==> src/rtl/score_display_engine.sv <==
`default_nettype none
//============================================================================
// Module   : score_display_engine
// Purpose  : Accumulates the Pac-Man score from pellet/power-pellet events,
//            converts it once per video frame to six BCD digits with a
//            sequential double-dabble FSM, and decodes the current pixel into
//            the scoreboard glyph index for the colour stage.
// Ports    : Clk, Reset_n        - system clock, async active-low reset
//            frame_clk           - vsync-rate strobe, asynchronous to Clk
//            DrawX, DrawY        - current pixel coordinates
//            pellet_eaten        - +10 points pulse
//            power_eaten         - +50 points pulse
//            score_clear         - synchronous score clear (wins over adds)
//            score               - binary running score (saturating)
//            busy                - conversion in progress
//            is_scoreboard       - pixel lies in a visible digit cell
//            scoreboard_sprite   - glyph index 0-9 for that cell
// Revision : 1.0 - initial release
//============================================================================
module score_display_engine #(
    parameter int SCORE_X0  = 72,
    parameter int SCORE_Y0  = 30,
    parameter int SCORE_MAX = 999999
) (
    input  logic        Clk,
    input  logic        Reset_n,
    input  logic        frame_clk,
    input  logic [9:0]  DrawX,
    input  logic [9:0]  DrawY,
    input  logic        pellet_eaten,
    input  logic        power_eaten,
    input  logic        score_clear,
    output logic [19:0] score,
    output logic        busy,
    output logic        is_scoreboard,
    output logic [3:0]  scoreboard_sprite
);

    localparam logic [1:0]  c_IDLE   = 2'd0;
    localparam logic [1:0]  c_SHIFT  = 2'd1;
    localparam logic [1:0]  c_COMMIT = 2'd2;

    localparam logic [20:0] c_MAX    = 21'(SCORE_MAX);
    localparam logic [9:0]  c_X0     = 10'(SCORE_X0);
    localparam logic [9:0]  c_X1     = 10'(SCORE_X0 + 72);
    localparam logic [9:0]  c_Y0     = 10'(SCORE_Y0);
    localparam logic [9:0]  c_Y1     = 10'(SCORE_Y0 + 12);

    logic [19:0] r_score;
    logic [1:0]  r_state;
    logic [19:0] r_bin;
    logic [23:0] r_bcd;
    logic [4:0]  r_cnt;
    logic [23:0] r_digits;
    logic        r_pending;
    logic        r_fsync1;
    logic        r_fsync2;
    logic        r_fsync3;

    logic [20:0] w_sum;
    logic [19:0] w_score_next;
    logic        w_frame_edge;
    logic [23:0] w_bcd_adj;

    //------------------------------------------------------------------
    // Score accumulator: 21-bit sum so a saturating add can never wrap.
    //------------------------------------------------------------------
    always_comb begin
        w_sum = {1'b0, r_score}
              + (pellet_eaten ? 21'd10 : 21'd0)
              + (power_eaten  ? 21'd50 : 21'd0);
        w_score_next = (w_sum > c_MAX) ? c_MAX[19:0] : w_sum[19:0];
    end

    always_ff @(posedge Clk or negedge Reset_n) begin
        if (!Reset_n) begin
            r_score <= 20'd0;
        end else if (score_clear) begin
            r_score <= 20'd0;
        end else begin
            r_score <= w_score_next;
        end
    end

    //------------------------------------------------------------------
    // frame_clk crosses into Clk through two flops; the third flop only
    // holds the previous synchronised level for rising-edge detection.
    //------------------------------------------------------------------
    always_ff @(posedge Clk or negedge Reset_n) begin
        if (!Reset_n) begin
            r_fsync1 <= 1'b0;
            r_fsync2 <= 1'b0;
            r_fsync3 <= 1'b0;
        end else begin
            r_fsync1 <= frame_clk;
            r_fsync2 <= r_fsync1;
            r_fsync3 <= r_fsync2;
        end
    end

    assign w_frame_edge = r_fsync2 & ~r_fsync3;

    //------------------------------------------------------------------
    // Double-dabble correction: every nibble >= 5 gets +3 before shift.
    //------------------------------------------------------------------
    always_comb begin
        w_bcd_adj = r_bcd;
        for (int k = 0; k < 6; k++) begin
            if (r_bcd[4*k +: 4] >= 4'd5) begin
                w_bcd_adj[4*k +: 4] = r_bcd[4*k +: 4] + 4'd3;
            end
        end
    end

    //------------------------------------------------------------------
    // Conversion FSM. Digits are only written in COMMIT so a frame never
    // shows a half-converted value. A pending request restarts directly
    // from COMMIT without passing through IDLE.
    //------------------------------------------------------------------
    always_ff @(posedge Clk or negedge Reset_n) begin
        if (!Reset_n) begin
            r_state   <= c_IDLE;
            r_bin     <= 20'd0;
            r_bcd     <= 24'd0;
            r_cnt     <= 5'd0;
            r_digits  <= 24'd0;
            r_pending <= 1'b0;
        end else begin
            case (r_state)
                c_IDLE: begin
                    if (w_frame_edge) begin
                        r_bin   <= r_score;
                        r_bcd   <= 24'd0;
                        r_cnt   <= 5'd0;
                        r_state <= c_SHIFT;
                    end
                end
                c_SHIFT: begin
                    {r_bcd, r_bin} <= {w_bcd_adj[22:0], r_bin, 1'b0};
                    r_cnt          <= r_cnt + 5'd1;
                    if (r_cnt == 5'd19) begin
                        r_state <= c_COMMIT;
                    end
                    if (w_frame_edge) begin
                        r_pending <= 1'b1;
                    end
                end
                c_COMMIT: begin
                    r_digits <= r_bcd;
                    if (r_pending || w_frame_edge) begin
                        r_pending <= 1'b0;
                        r_bin     <= r_score;
                        r_bcd     <= 24'd0;
                        r_cnt     <= 5'd0;
                        r_state   <= c_SHIFT;
                    end else begin
                        r_state   <= c_IDLE;
                    end
                end
                default: begin
                    r_state <= c_IDLE;
                end
            endcase
        end
    end

    assign score = r_score;
    assign busy  = (r_state != c_IDLE);

    //------------------------------------------------------------------
    // Pixel decode. Cell 0 is the most significant digit. A cell is
    // shown once any digit at or left of it is non-zero; the two
    // rightmost cells always show so zero reads as "00".
    //------------------------------------------------------------------
    logic [9:0] w_dx;
    logic       w_in_x;
    logic       w_in_y;
    logic [2:0] w_cell;
    logic [3:0] w_dig [0:5];
    logic [5:0] w_show;
    logic       w_lead;

    assign w_dx   = DrawX - c_X0;
    assign w_in_x = (DrawX >= c_X0) && (DrawX < c_X1);
    assign w_in_y = (DrawY >= c_Y0) && (DrawY < c_Y1);

    always_comb begin
        w_cell = 3'd5;
        for (int k = 4; k >= 0; k--) begin
            if (w_dx < 10'(12 * (k + 1))) begin
                w_cell = 3'(k);
            end
        end
    end

    always_comb begin
        w_lead = 1'b0;
        w_show = 6'b0;
        for (int i = 0; i < 6; i++) begin
            w_dig[i]  = r_digits[23 - 4*i -: 4];
            w_lead    = w_lead | (w_dig[i] != 4'd0);
            w_show[i] = w_lead | (i >= 4);
        end
    end

    assign is_scoreboard     = w_in_x & w_in_y & w_show[w_cell];
    assign scoreboard_sprite = is_scoreboard ? w_dig[w_cell] : 4'd0;

endmodule
`default_nettype wire

==> config.mk <==
export PLATFORM = sky130hd
export DESIGN_NAME = score_display_engine
export DESIGN_NICKNAME = d
export VERILOG_FILES = /design/src/rtl/score_display_engine.sv
export SDC_FILE = /design/constraint.sdc
export NUM_CORES = 1
export LEC_CHECK = 0
export BUFFER_PORTS_ARGS = -buffer_cell sky130_fd_sc_hd__buf_2
export CAP_MARGIN = 15
export CELL_PAD_IN_SITES_DETAIL_PLACEMENT = 1
export CELL_PAD_IN_SITES_GLOBAL_PLACEMENT = 2
export CORE_MARGIN = 2
export CORE_UTILIZATION = 35
export DETAILED_ROUTE_END_ITERATION = 8
export HOLD_SLACK_MARGIN = 0.03
export PLACE_DENSITY = 0.77
export SETUP_SLACK_MARGIN = 0.5
export SYNTH_ARGS = -nofsm -noshare
export SYNTH_HDL_FRONTEND = slang
export SYNTH_SLANG_ARGS = --single-unit
==> constraint.sdc <==
create_clock -name Clk -period 3 [get_ports Clk]
set_input_delay 0.15 -clock Clk [delete_from_list [all_inputs] [get_ports Clk]]
set_output_delay 0.15 -clock Clk [all_outputs]
set_load 0.02 [all_outputs]
[Yosys cells after proc, flatten, opt, wreduce, memory -nomap -nowiden]
Index checks and enable logic that the tools add are counted.
Widths: inputs -> output; s select.
Storage, ports and cells
  bits in registers: 99
  input port bits: 26
  output and inout port bits: 26
  word-level logic and storage cells: 104
Operators by class
  $add $sub $neg: 10
  magnitude comparators: 18
  equality and inequality tests: 7
  mux-type cells: 37
  bitwise operators: 8
  reduce and logical (&&, ||, !) cells: 14
Operator list (count)
  $mux 20: 4
  $pmux 24 s3: 1
  $pmux 20 s3: 1
  $mux 24: 2
  $lt 10x6->1 const B: 4
  $mux 4: 9
  $ge 4x3->1 const B: 6
  $add 20x4->21: 1
  $add 21x6->21: 1
  $gt 21x20->1 const B: 1
  $add 4x2->4 const B: 5
  $reduce_bool 4->1: 4
  $mux 3: 5
  $pmux 5 s3: 1
  $bmux 4 s3: 1
  $ge 10x5->1 const B: 1
  $ge 10x7->1 const B: 1
  $lt 10x4->1 const B: 1
  $lt 10x5->1 const B: 1
  $lt 10x8->1 const B: 1
  $mux 5: 2
  $sub 10x7->10 const B: 1
  $ne 2x2->1 const B: 4
  $mux 6: 1
  23 further kinds: 35

[Longest topological paths before layout]
Gate-level depths: netlist of run 1.
  depth in word-level cells: 12
  mapped depth: 10
  gate-level depth less buffers: 10

[Least setup slack after synthesis of run 1]
No wires, ideal clock.
  path kind: reg2reg
  start point: register r_score[1] (netlist: score[1])
  end point: register r_score[6] (netlist: score[6])
  setup time: 0.107 ns
  data arrival time: 2.818 ns
  data required time: 2.893 ns
  setup slack: 0.076 ns
  cell stages (with the launch flop): 11
  buffers on the path: 0
  period minus slack after synthesis: 2.924 ns
  cells stage by stage: dfrtp_1 > fa_1 > ha_1 > ha_1 > a21o_1 > a221oi_4 > o21ai_1 > a32oi_1 > a21oi_1 > o21a_2 > a2111oi_4
On the way
  cells in the longest elaborated chain, start to end: 5
RTL lines
  start, declared: RTL line 49  | logic [19:0] r_score;
  start signal, assigned: RTL line 81  | r_score <= w_score_next;
  $add 20x4->21 (*): RTL line 70  | + (pellet_eaten ? 21'd10 : 21'd0)
  $add 21x6->21 (*): RTL line 71  | + (power_eaten ? 21'd50 : 21'd0);
  $gt 21x20->1: RTL line 72  | w_score_next = (w_sum > c_MAX) ? c_MAX[19:0] : w_sum[19:0];
  $mux 20 (*): RTL line 72
  $mux 20 (*): RTL line 78  | end else if (score_clear) begin
Every way passes the cells marked *; elsewhere a longest branch is shown, timed or not.
A chain may end at the register's enable or synchronous reset.

[Worst setup path after layout of run 1]
  start point: register r_score[1] (netlist: score[1])
  end point: register r_score[12] (netlist: score[12])
The elaborated chain is that of the path after synthesis.

==> impl_metrics.csv, run 1 <==
group,metric,value,unit
flow_run,drv_cap,0,
floorplan,coreArea,15830,um2
timing,setup_ws,160.6,ps
logic_synthesis,ys_seq_elements,99,
drt,antenna_left,0,
floorplan,die_h,130.8,um
cells_and_area,layout-drive-gt1-share,31.27,%
hold_path,min_path_type,"in -> reg",
clock_network,htree_levels,3,
power,p_switching,1.847,mW
global_route,grt_pass1_vias,4807,
setup_path,crit_path_max_fanout,7,
drt,wl_per_cell,17.84,um
logic_synthesis,postSynthAreaPerCell,10.07,um2
timing,tightest_slew,577.3,ps
placed_design,dp_hpwl,10220,um
timing,max_freq,352.2,MHz
cells_and_area,num-nets-final,691,
power,seqPwrFrac,39.9,%
drt,dr.pass1.iters,4,
drt,first_iter_violations,204,
setup_path,cp_data_arrival_time,3060,ps
logic_synthesis,syn_inst,559,
power,p_comb_share,36.9,%
setup_path,worstSetupStartpoint,"score[1]",
power,p_int,3.072,mW
timing,slew_headroom,61.51,%
setup_path,rr_startpoint,"score[1]",
outcome,status,"complete, no violations",
global_route,antenna_found_initial,0,
floorplan,rows,46,
floorplan,fp.dieW,130.8,um
timing,rsz0062_at_grt,"yes",
timing,final_hold_viol_count,0,
drt,viasPerCell,5.382,
drt,wl,15380,um
logic_synthesis,synth_enable_flop_cells,0,
power,power,4.919,mW
timing,report.final.slew_viol_count,0,
timing,fin_crit_sh,94.65,%
clock_network,cts.clk_slew.worst_paths,60,ps
drt,vias,4639,
logic_synthesis,syn_nets,609,
global_route,grt_max_degree,58,
clock_network,cts.sinks,99,
cells_and_area,area_growth,25.67,%
floorplan,dieArea,17120,um2
global_route,gr-total-overflow,0,
logic_synthesis,synth_ff_type,"dfrtp_1",
logic_synthesis,synth_seq_area_share,44.00,%
logic_synthesis,async_flop_share,100.0,%
placed_design,gp_congestion,0.8437,
global_route,grt_pass1_wl,25410,um
clock_network,clk-insertion-delay-late,350,ps
clock_network,cts_root_buf,"clkbuf_16",
setup_path,critPathLaunchType,"flip-flop",
floorplan,start_util,35.57,%
setup_path,required,3220,ps
timing,finalSetupViolations,0,
placed_design,pre_cts_ws,-85.39,ps
floorplan,ios,52,
global_route,grt_usage,19.02,%
power,power.share.switching,37.55,%
clock_network,numCtsBuffers,9,
logic_synthesis,synth_cell_types,65,
clock_network,cts_tree,"done",
timing,min_period,2839,ps
hold_path,hp-start,"score_clear",
logic_synthesis,syn_area,5630,um2
logic_synthesis,yosys_warnings,0,
cells_and_area,n_antenna_cell,0,
placed_design,portBuffers,50,
power,vdd_drop_max,0.0002779,V
power,p_per_area,695.2,nW/um2
clock_network,cts_max_path_buffers,2,
drt,remaining_drc_errors,0,
timing,finClkSkew,3.699,ps
power,p_clk_share,23.2,%
power,p_leak,3.024,nW
setup_path,path_class,"reg -> reg",
setup_path,endpoint_kind,"flip-flop",
## worst max-delay path: stages, from the launching register on
cell	delay (ps)
dfrtp_2	410
fa_2	350
ha_4	180
ha_4	170
a21o_4	230
a221oi_4	360
buf_6	170
and3_1	150
o211ai_1	120
a21oi_2	270
o21a_4	220
nor3_1	70
## logic make-up (layout without fill, tap and decap cells)
logic type | after synthesis | count (layout) | synth area share [%]
xor gates and xnor gates | 27 | 27 | 4.333
and+or+nand+nor | 166 | 167 | 14.56
DFF | 99 | 99 | 44.00
muxes | 53 | 53 | 10.16
adders and majority gates | 25 | 25 | 5.645
buffers and inverters | 54 | 140 | 3.822
AOI/OAI and AO/OA | 135 | 135 | 17.49
## state kept, by name, indices dropped and copies added, names as in the netlist, 2 cells and up
name,count
r_bcd,24
r_digits,24
r_bin,20
score,20
r_cnt,5
r_state,2
## worst paths after layout
kind                             end  slack, ps  cells after the start
setup reg to reg           score[12]        160                     11
min in group asynchronous  r_pending        360                      2
max in group asynchronous  score[14]       1920                      3
setup / recovery           score[12]        160                     11
hold reg to reg             r_fsync2        360                      0
hold / removal             score[17]        200                      2
## layout by cell type (no fill, tap or decap), drive strengths merged, types with 3 or more instances in the layout
cell type / n
or2: 3
a221oi: 4
o32ai: 5
o22ai: 18
nor4: 11
dfrtp: 99
a21oi: 28
nor3: 21
ha: 23
mux2: 33
nand2b: 9
xor2: 11
xnor2: 16
a2111oi: 7
and3: 5
o31ai: 9
inv: 27
nor2b: 3
nor2: 36
buf: 95
clkbuf: 14
a32o: 6
nand2: 54
mux2i: 20
o21ai: 36
a31oi: 4
nand4: 5
and2: 3
nand3: 8
## cell usage after synthesis, types with 3 or more instances
cell       number  share of area [%]
dfrtp_1        99                 44
nand2_1        54                3.6
nor2_1         36                2.4
mux2_2         33                6.6
o21ai_0        32                2.8
a21oi_1        28                2.5
inv_1          27                1.8
ha_1           23                5.1
nor3_1         21                1.9
clkbuf_1       20                1.3
mux2i_1        20                3.6
o22ai_1        18                2.0
xnor2_1        16                2.5
nor4_1         10                1.1
xor2_1         10                1.6
nand2b_1        9                1.0
o31ai_1         8                1.1
nand3_1         7               0.62
a32o_1          6                1.1
a2111oi_2       5                1.3
and3_1          5               0.56
nand4_1         5               0.56
o32ai_1         5               0.78
buf_2           4               0.36
a31oi_1         3               0.33
nor2b_1         3               0.33
o21ai_1         3               0.27
## power by group through the flow
| stage | Clock (mW) | Combinational, mW | Sequential [mW] |
|---|---|---|---|
| floorplan | 0 | 1.26 | 1.90 |
| global placement | 0 | 1.62 | 1.96 |
| detailed placement | 0 | 1.70 | 1.98 |
| CTS | 1.18 | 1.80 | 1.96 |
| global route | 1.24 | 2.05 | 2.01 |
| finish | 1.14 | 1.82 | 1.96 |
## routing by layer
metal  up-vias  wire length (um)  global-route usage, %
met5         -                 0                      0
met4         0               383                  8.573
met3        20               445                  2.647
met2        77              7734                  32.54
met1      2342              6815                  24.00
li1       2200                 -                      -
## per-stage QoR
step / utilization, % / setup TNS (ps) / cells / instance area [um2] / hold slack (ps)
after detailed placement: 39.68 / -505.3 / 818 / 6280 / 198.5
after CTS: 43.46 / 0 / 850 / 6879 / 187.8
after floorplan: - / 0 / 559 / 5697 / -145.6
after global placement: 39.68 / 0 / 818 / 6280 / 190.6
final: 44.70 / 0 / 862 / 7076 / 198.7
after global routing: 44.70 / 0 / 862 / 7076 / 232.0
## cell type report
| cell class | count | area (um2) |
|---|---|---|
| well taps | 216 | 270.3 |
| fillers | 1785 | 8752 |
| repair buffers | 97 | 670.6 |
| clock buffers | 14 | 244.0 |
| flip-flops and latches | 99 | 2479 |
| inverters | 27 | 103.9 |
| clock inverters | 2 | 37.54 |
| multi-input cells | 407 | 3271 |
## timing repair
action	4_1_cts	5_1_grt
pin swaps	14	13
gates resized for setup	39	25
endpoints found under the hold margin	43	0
hold buffers	2	0
setup buffers	12	12
cloned	2	0
setup endpoints to repair	23	24
No activity file was read; power rests on OpenSTA's default activity.
==> inputs of run 2 (changes only) <==
--- a/constraint.sdc
+++ b/constraint.sdc
@@ -3,2 +3,2 @@
 set_output_delay 0.15 -clock Clk [all_outputs]
-set_load 0.02 [all_outputs]
+set_load 0.1 [all_outputs]
==> impl_metrics.csv, run 2 (synthesized netlist as in run 1, its figures left out) <==
group,metric,value,unit
setup_path,critPathLaunchType,"flip-flop",
drt,viasPerCell,5.324,
power,p_switching,2.050,mW
drt,dr.pass1.iters,4,
timing,finalSetupViolations,0,
cells_and_area,num-nets-final,682,
power,p_int,3.155,mW
timing,whs,216.7,ps
cells_and_area,n_antenna_cell,0,
timing,tightest_slew,572.5,ps
cells_and_area,layout_commonest_cell,"dfrtp_1",
setup_path,cp_data_arrival_time,3160,ps
cells_and_area,largest_registers,"r_bcd (24), r_digits (24)",
placed_design,dp_hpwl,10340,um
setup_path,rr_startpoint,"score[1]",
power,p_leak,3.070,nW
clock_network,cts.sinks,99,
drt,vias,4541,
timing,report.final.slew_viol_count,0,
power,power,5.206,mW
timing,finClkSkew,6.639,ps
global_route,grt_pass1_vias,4802,
timing,rsz0062_at_grt,"yes",
drt,wl_per_cell,17.52,um
clock_network,cts.clk_slew.worst_paths,70,ps
clock_network,htree_levels,3,
clock_network,numCtsBuffers,9,
setup_path,critPathCapture,"score[8]",
drt,antenna_left,0,
placed_design,portBuffers,50,
global_route,grt_usage,18.53,%
cells_and_area,most-common-layout-cells,"95 x dfrtp_1, 52 x nand2_1, 43 x buf_2",
floorplan,ios,52,
cells_and_area,layout-drive-gt1-share,32.18,%
setup_path,worstSetupStartpoint,"score[1]",
clock_network,cts_max_path_buffers,2,
power,power.share.switching,39.38,%
clock_network,cts_root_buf,"clkbuf_16",
timing,slew_headroom,61.75,%
setup_path,reg2reg_to,"score[8]",
timing,fin_crit_sh,97.77,%
power,p_per_area,716.8,nW/um2
global_route,antenna_found_initial,0,
power,p_comb_share,38.1,%
drt,remaining_drc_errors,0,
cells_and_area,fillerInstances,1763,
drt,first_iter_violations,130,
setup_path,r2r_setup_slack,70,ps
power,vdd_drop_max,0.0003395,V
floorplan,fp.dieW,130.8,um
drt,wl,14940,um
floorplan,rows,46,
placed_design,gp_congestion,0.8486,
global_route,grt_pass1_wl,24630,um
clock_network,cts_tree,"done",
setup_path,r2r_cells,11,
floorplan,start_util,35.57,%
power,p_clk_share,24.2,%
setup_path,path_class,"reg -> reg",
timing,min_period,2933,ps
hold_path,min_path_type,"in -> reg",
outcome,status,"complete, no violations",
setup_path,required,3230,ps
clock_network,clk-insertion-delay-late,350,ps
floorplan,dieArea,17120,um2
setup_path,endpoint_kind,"flip-flop",
timing,max_freq,340.9,MHz
floorplan,die_h,130.8,um
floorplan,coreArea,15830,um2
global_route,grt_max_degree,59,
global_route,gr-total-overflow,0,
timing,final_hold_viol_count,0,
power,seqPwrFrac,37.7,%
flow_run,drv_cap,0,
setup_path,crit_path_max_fanout,7,
cells_and_area,area_growth,28.98,%
[run 2: changes by cell type in the layout (fill, tap and decap cells not counted), moves of 4 or more]
cell      delta
clkbuf_1     -4
mux2_2       -5
mux2_4       +5
buf_12       +5
buf_4       -14
[run 2: worst min-delay path by stage]
stage	startpoint	to	slack (ps)	cells past startpoint
after detailed placement	Reset_n	r_bcd[5]	190	1
after global routing	score_clear	score[16]	240	2
after CTS	score_clear	score[17]	190	2
after floorplan	Reset_n	r_bcd[0]	-150	0
after global placement	Reset_n	r_digits[5]	190	1
final	score_clear	score[17]	220	2
[run 2: metal layers]
| metal | GRT usage (%) | up-vias | share of wire (%) |
|---|---|---|---|
| met2 | 32.29 | 55 | 52 |
| met1 | 23.04 | 2284 | 44 |
| met5 | 0 | - | 0 |
| li1 | - | 2188 | - |
| met4 | 7.134 | 0 | 1.7 |
| met3 | 3.094 | 14 | 2.3 |
[run 2: metrics by stage]
step | util [%] | instance area, um2 | setup TNS, ps | setup slack, ps | std cells
after floorplan | - | 5829 | 0 | 36.36 | 559
after global placement | 40.80 | 6457 | 0 | 75.58 | 816
after detailed placement | 40.80 | 6457 | -38.42 | -18.11 | 816
after CTS | 44.57 | 7054 | 0 | 70.38 | 843
after global routing | 45.88 | 7262 | -122.7 | -59.31 | 853
final | 45.88 | 7262 | 0 | 66.98 | 853
[run 2: cell type report]
cell class | count | area (um2) | share of cell area [%]
Multi-Input combinational cell | 407 | 3372 | 46.43
Inverter | 27 | 126.4 | 1.740
Clock buffer | 10 | 229.0 | 3.153
Timing Repair Buffer | 88 | 685.7 | 9.442
Sequential cell | 99 | 2490 | 34.29
Clock inverter | 6 | 88.84 | 1.223
Tap cell | 216 | 270.3 | 3.722
[run 2: power groups by stage]
stage | combinational, mW | clock [mW] | sequential [mW]
after global placement | 1.78 | 0 | 1.97
after floorplan | 1.30 | 0 | 2.04
after detailed placement | 1.88 | 0 | 1.99
after CTS | 1.98 | 1.31 | 1.97
after global routing | 2.22 | 1.36 | 2.02
final | 1.98 | 1.26 | 1.96
[run 2: critical path, cell delays in order (launching register included)]
cell and delay [ps]:
dfrtp_4 490, fa_2 380, ha_4 180, buf_4 140, a31oi_4 290, a221oi_4 120
and2_4 200, or4_4 410, a21oi_2 190, o21a_4 220, buf_6 130, nor3_2 40
[run 2: repair_timing]
item | CTS | global route
hold buffers | 2 | 0
endpoints found under the hold margin | 42 | 0
gates cloned | 2 | 0
buffers inserted | 7 | 10
pin swaps | 15 | 25
endpoints found under the setup margin | 25 | 25
resized for setup | 41 | 29
==> inputs of run 3 (changes only) <==
==> constraint.sdc (replaced) <==
create_clock -name Clk -period 3 [get_ports Clk]
set_input_delay 0.3 -clock Clk [delete_from_list [all_inputs] [get_ports Clk]]
set_output_delay 0.3 -clock Clk [all_outputs]
set_load 0.1 [all_outputs]
==> impl_metrics.csv, run 3 (synthesized netlist as in run 1, its figures left out) <==
group,metric,value,unit
floorplan,die_h,130.8,um
drt,vias,4642,
clock_network,cts.sinks,99,
global_route,grt_pass1_wl,25260,um
cells_and_area,area_growth,32.98,%
drt,wl,15180,um
drt,wl_per_cell,17.59,um
clock_network,numCtsBuffers,9,
floorplan,ios,52,
outcome,status,"complete, no violations",
floorplan,start_util,35.57,%
timing,finalSetupViolations,0,
placed_design,portBuffers,50,
placed_design,dp_cells,822,
cells_and_area,fillerInstances,1724,
setup_path,crit_path_max_fanout,8,
global_route,grt_pass1_vias,4970,
placed_design,gp_congestion,0.8368,
cells_and_area,layout_commonest_cell,"dfrtp_1",
hold_path,min_path_type,"in -> reg",
clock_network,clk-insertion-delay-late,350,ps
drt,antenna_left,0,
drt,remaining_drc_errors,0,
drt,viasPerCell,5.379,
power,p_per_area,707.0,nW/um2
timing,min_period,2842,ps
timing,setup_ws,158.4,ps
setup_path,crit_chain,"fa_2, ha_4, ha_4, a21o_1, buf_6, a2111oi_4, o32ai_2, a32oi_1, a21oi_2, o21ai_2, buf_12, a21oi_2",
floorplan,fp.dieW,130.8,um
floorplan,rows,46,
cells_and_area,n_antenna_cell,0,
timing,fin_crit_sh,94.72,%
timing,final_hold_viol_count,0,
setup_path,cpMaxStageDelayCell,"dfrtp_4",
drt,dr.pass1.iters,4,
setup_path,critPathMaxStageDelay,480,ps
placed_design,pre_cts_ws,1.239,ps
timing,tightest_slew,642.6,ps
drt,first_iter_violations,154,
clock_network,cts.clk_slew.worst_paths,70,ps
cells_and_area,layout-drive-gt1-share,33.69,%
clock_network,htree_levels,3,
clock_network,cts_root_buf,"clkbuf_16",
setup_path,crit_family,"compound AO/OA/AOI/OAI gates",
setup_path,endpoint_kind,"flip-flop",
timing,rsz0062_at_grt,"yes",
setup_path,critPathLaunchType,"flip-flop",
clock_network,cts_max_path_buffers,2,
floorplan,dieArea,17120,um2
cells_and_area,most-common-layout-cells,"95 x dfrtp_1, 53 x nand2_1, 42 x buf_2",
global_route,gr-total-overflow,0,
global_route,antenna_found_initial,0,
flow_run,drv_cap,0,
cells_and_area,largest_registers,"r_bcd (24), r_digits (24)",
timing,whs,56.38,ps
clock_network,cts_tree,"done",
timing,slew_headroom,57.06,%
placed_design,dp_hpwl,10110,um
power,power,5.294,mW
global_route,grt_usage,18.77,%
setup_path,cp_num_buf_inv,2,
timing,max_freq,351.9,MHz
setup_path,cp_data_arrival_time,3060,ps
timing,report.final.slew_viol_count,0,
power,p_leak,3.136,nW
floorplan,coreArea,15830,um2
global_route,grt_max_degree,67,
timing,finClkSkew,8.137,ps
setup_path,required,3220,ps
power,vdd_drop_max,0.0006558,V
cells_and_area,instances_no_fill,863,
cells_and_area,num-nets-final,692,
setup_path,path_class,"reg -> reg",
run 3: cell types whose count changed in the layout (fill, tap and decap cells not counted), moves of 2 or more:
cell,change
a21oi_1,-7
a21oi_2,+7
buf_12,+6
buf_16,+2
buf_4,+3
clkbuf_1,+2
ha_1,-2
ha_4,+3
nand2_2,-2
run 3: where the power goes:
part	leakage, nW	switching, mW	internal (mW)	total (mW)
combinational	1.67	1.23	0.852	2.08
sequential	1.32	0.320	1.65	1.97
clock	0.143	0.508	0.732	1.24
run 3: timing repair:
action / 4_1_cts / 5_1_grt
buffers inserted: 14 / 6
pin swaps: 23 / 17
hold endpoints to repair: 33 / 0
cloned: 3 / 0
endpoints found under the setup margin: 24 / 25
hold buffers: 1 / 0
gates resized for setup: 68 / 16
run 3: layout make-up:
class                   count  area, um2  share of cell area [%]
clock inverters             4      75.07                   1.003
repair buffers             98      879.6                   11.75
well taps                 216      270.3                   3.610
multi-input cells         407       3406                   45.49
flip-flops and latches     99       2490                   33.26
inverters                  27      130.1                   1.738
clock buffers              12      236.5                   3.158
run 3: worst register-to-register path: stages (launching register included):
cell       delay, ps
dfrtp_4          480
fa_2             360
ha_4             180
ha_4             170
a21o_1           210
buf_6            140
a2111oi_4        300
o32ai_2          130
a32oi_1          230
a21oi_2           70
o21ai_2          210
buf_12           160
a21oi_2           60
run 3: layer usage:
layer  track usage (%)  part of all wire [%]  routed length (um)  vias up
li1                  -                     -                   -     2195
met1             23.66                    44                6751     2358
met2             32.94                    51                7794       69
met3             3.094                   2.6                 389       20
met4             6.008                   1.6                 240        0
met5                 0                     0                   0        -
run 3: final timing paths:
path	startpoint	endpoint	slack, ps	cells after the start
setup / recovery	score[1]	score[3]	160	12
hold / removal	frame_clk	r_fsync1	60	1
setup reg to reg	score[1]	score[3]	160	12
hold reg to reg	r_fsync1	r_fsync2	360	0
max in group asynchronous	Reset_n	r_bcd[18]	1810	3
min in group asynchronous	Reset_n	r_digits[2]	460	2
run 3: stage by stage:
stage | utilization (%) | cell area, um2 | setup TNS (ps)
2_1_floorplan | - | 5823 | -426.5
3_3_place_gp | 41.26 | 6530 | 0
3_5_place_dp | 41.26 | 6530 | 0
4_1_cts | 46.47 | 7355 | 0
5_1_grt | 47.30 | 7487 | 0
6_report | 47.30 | 7487 | 0
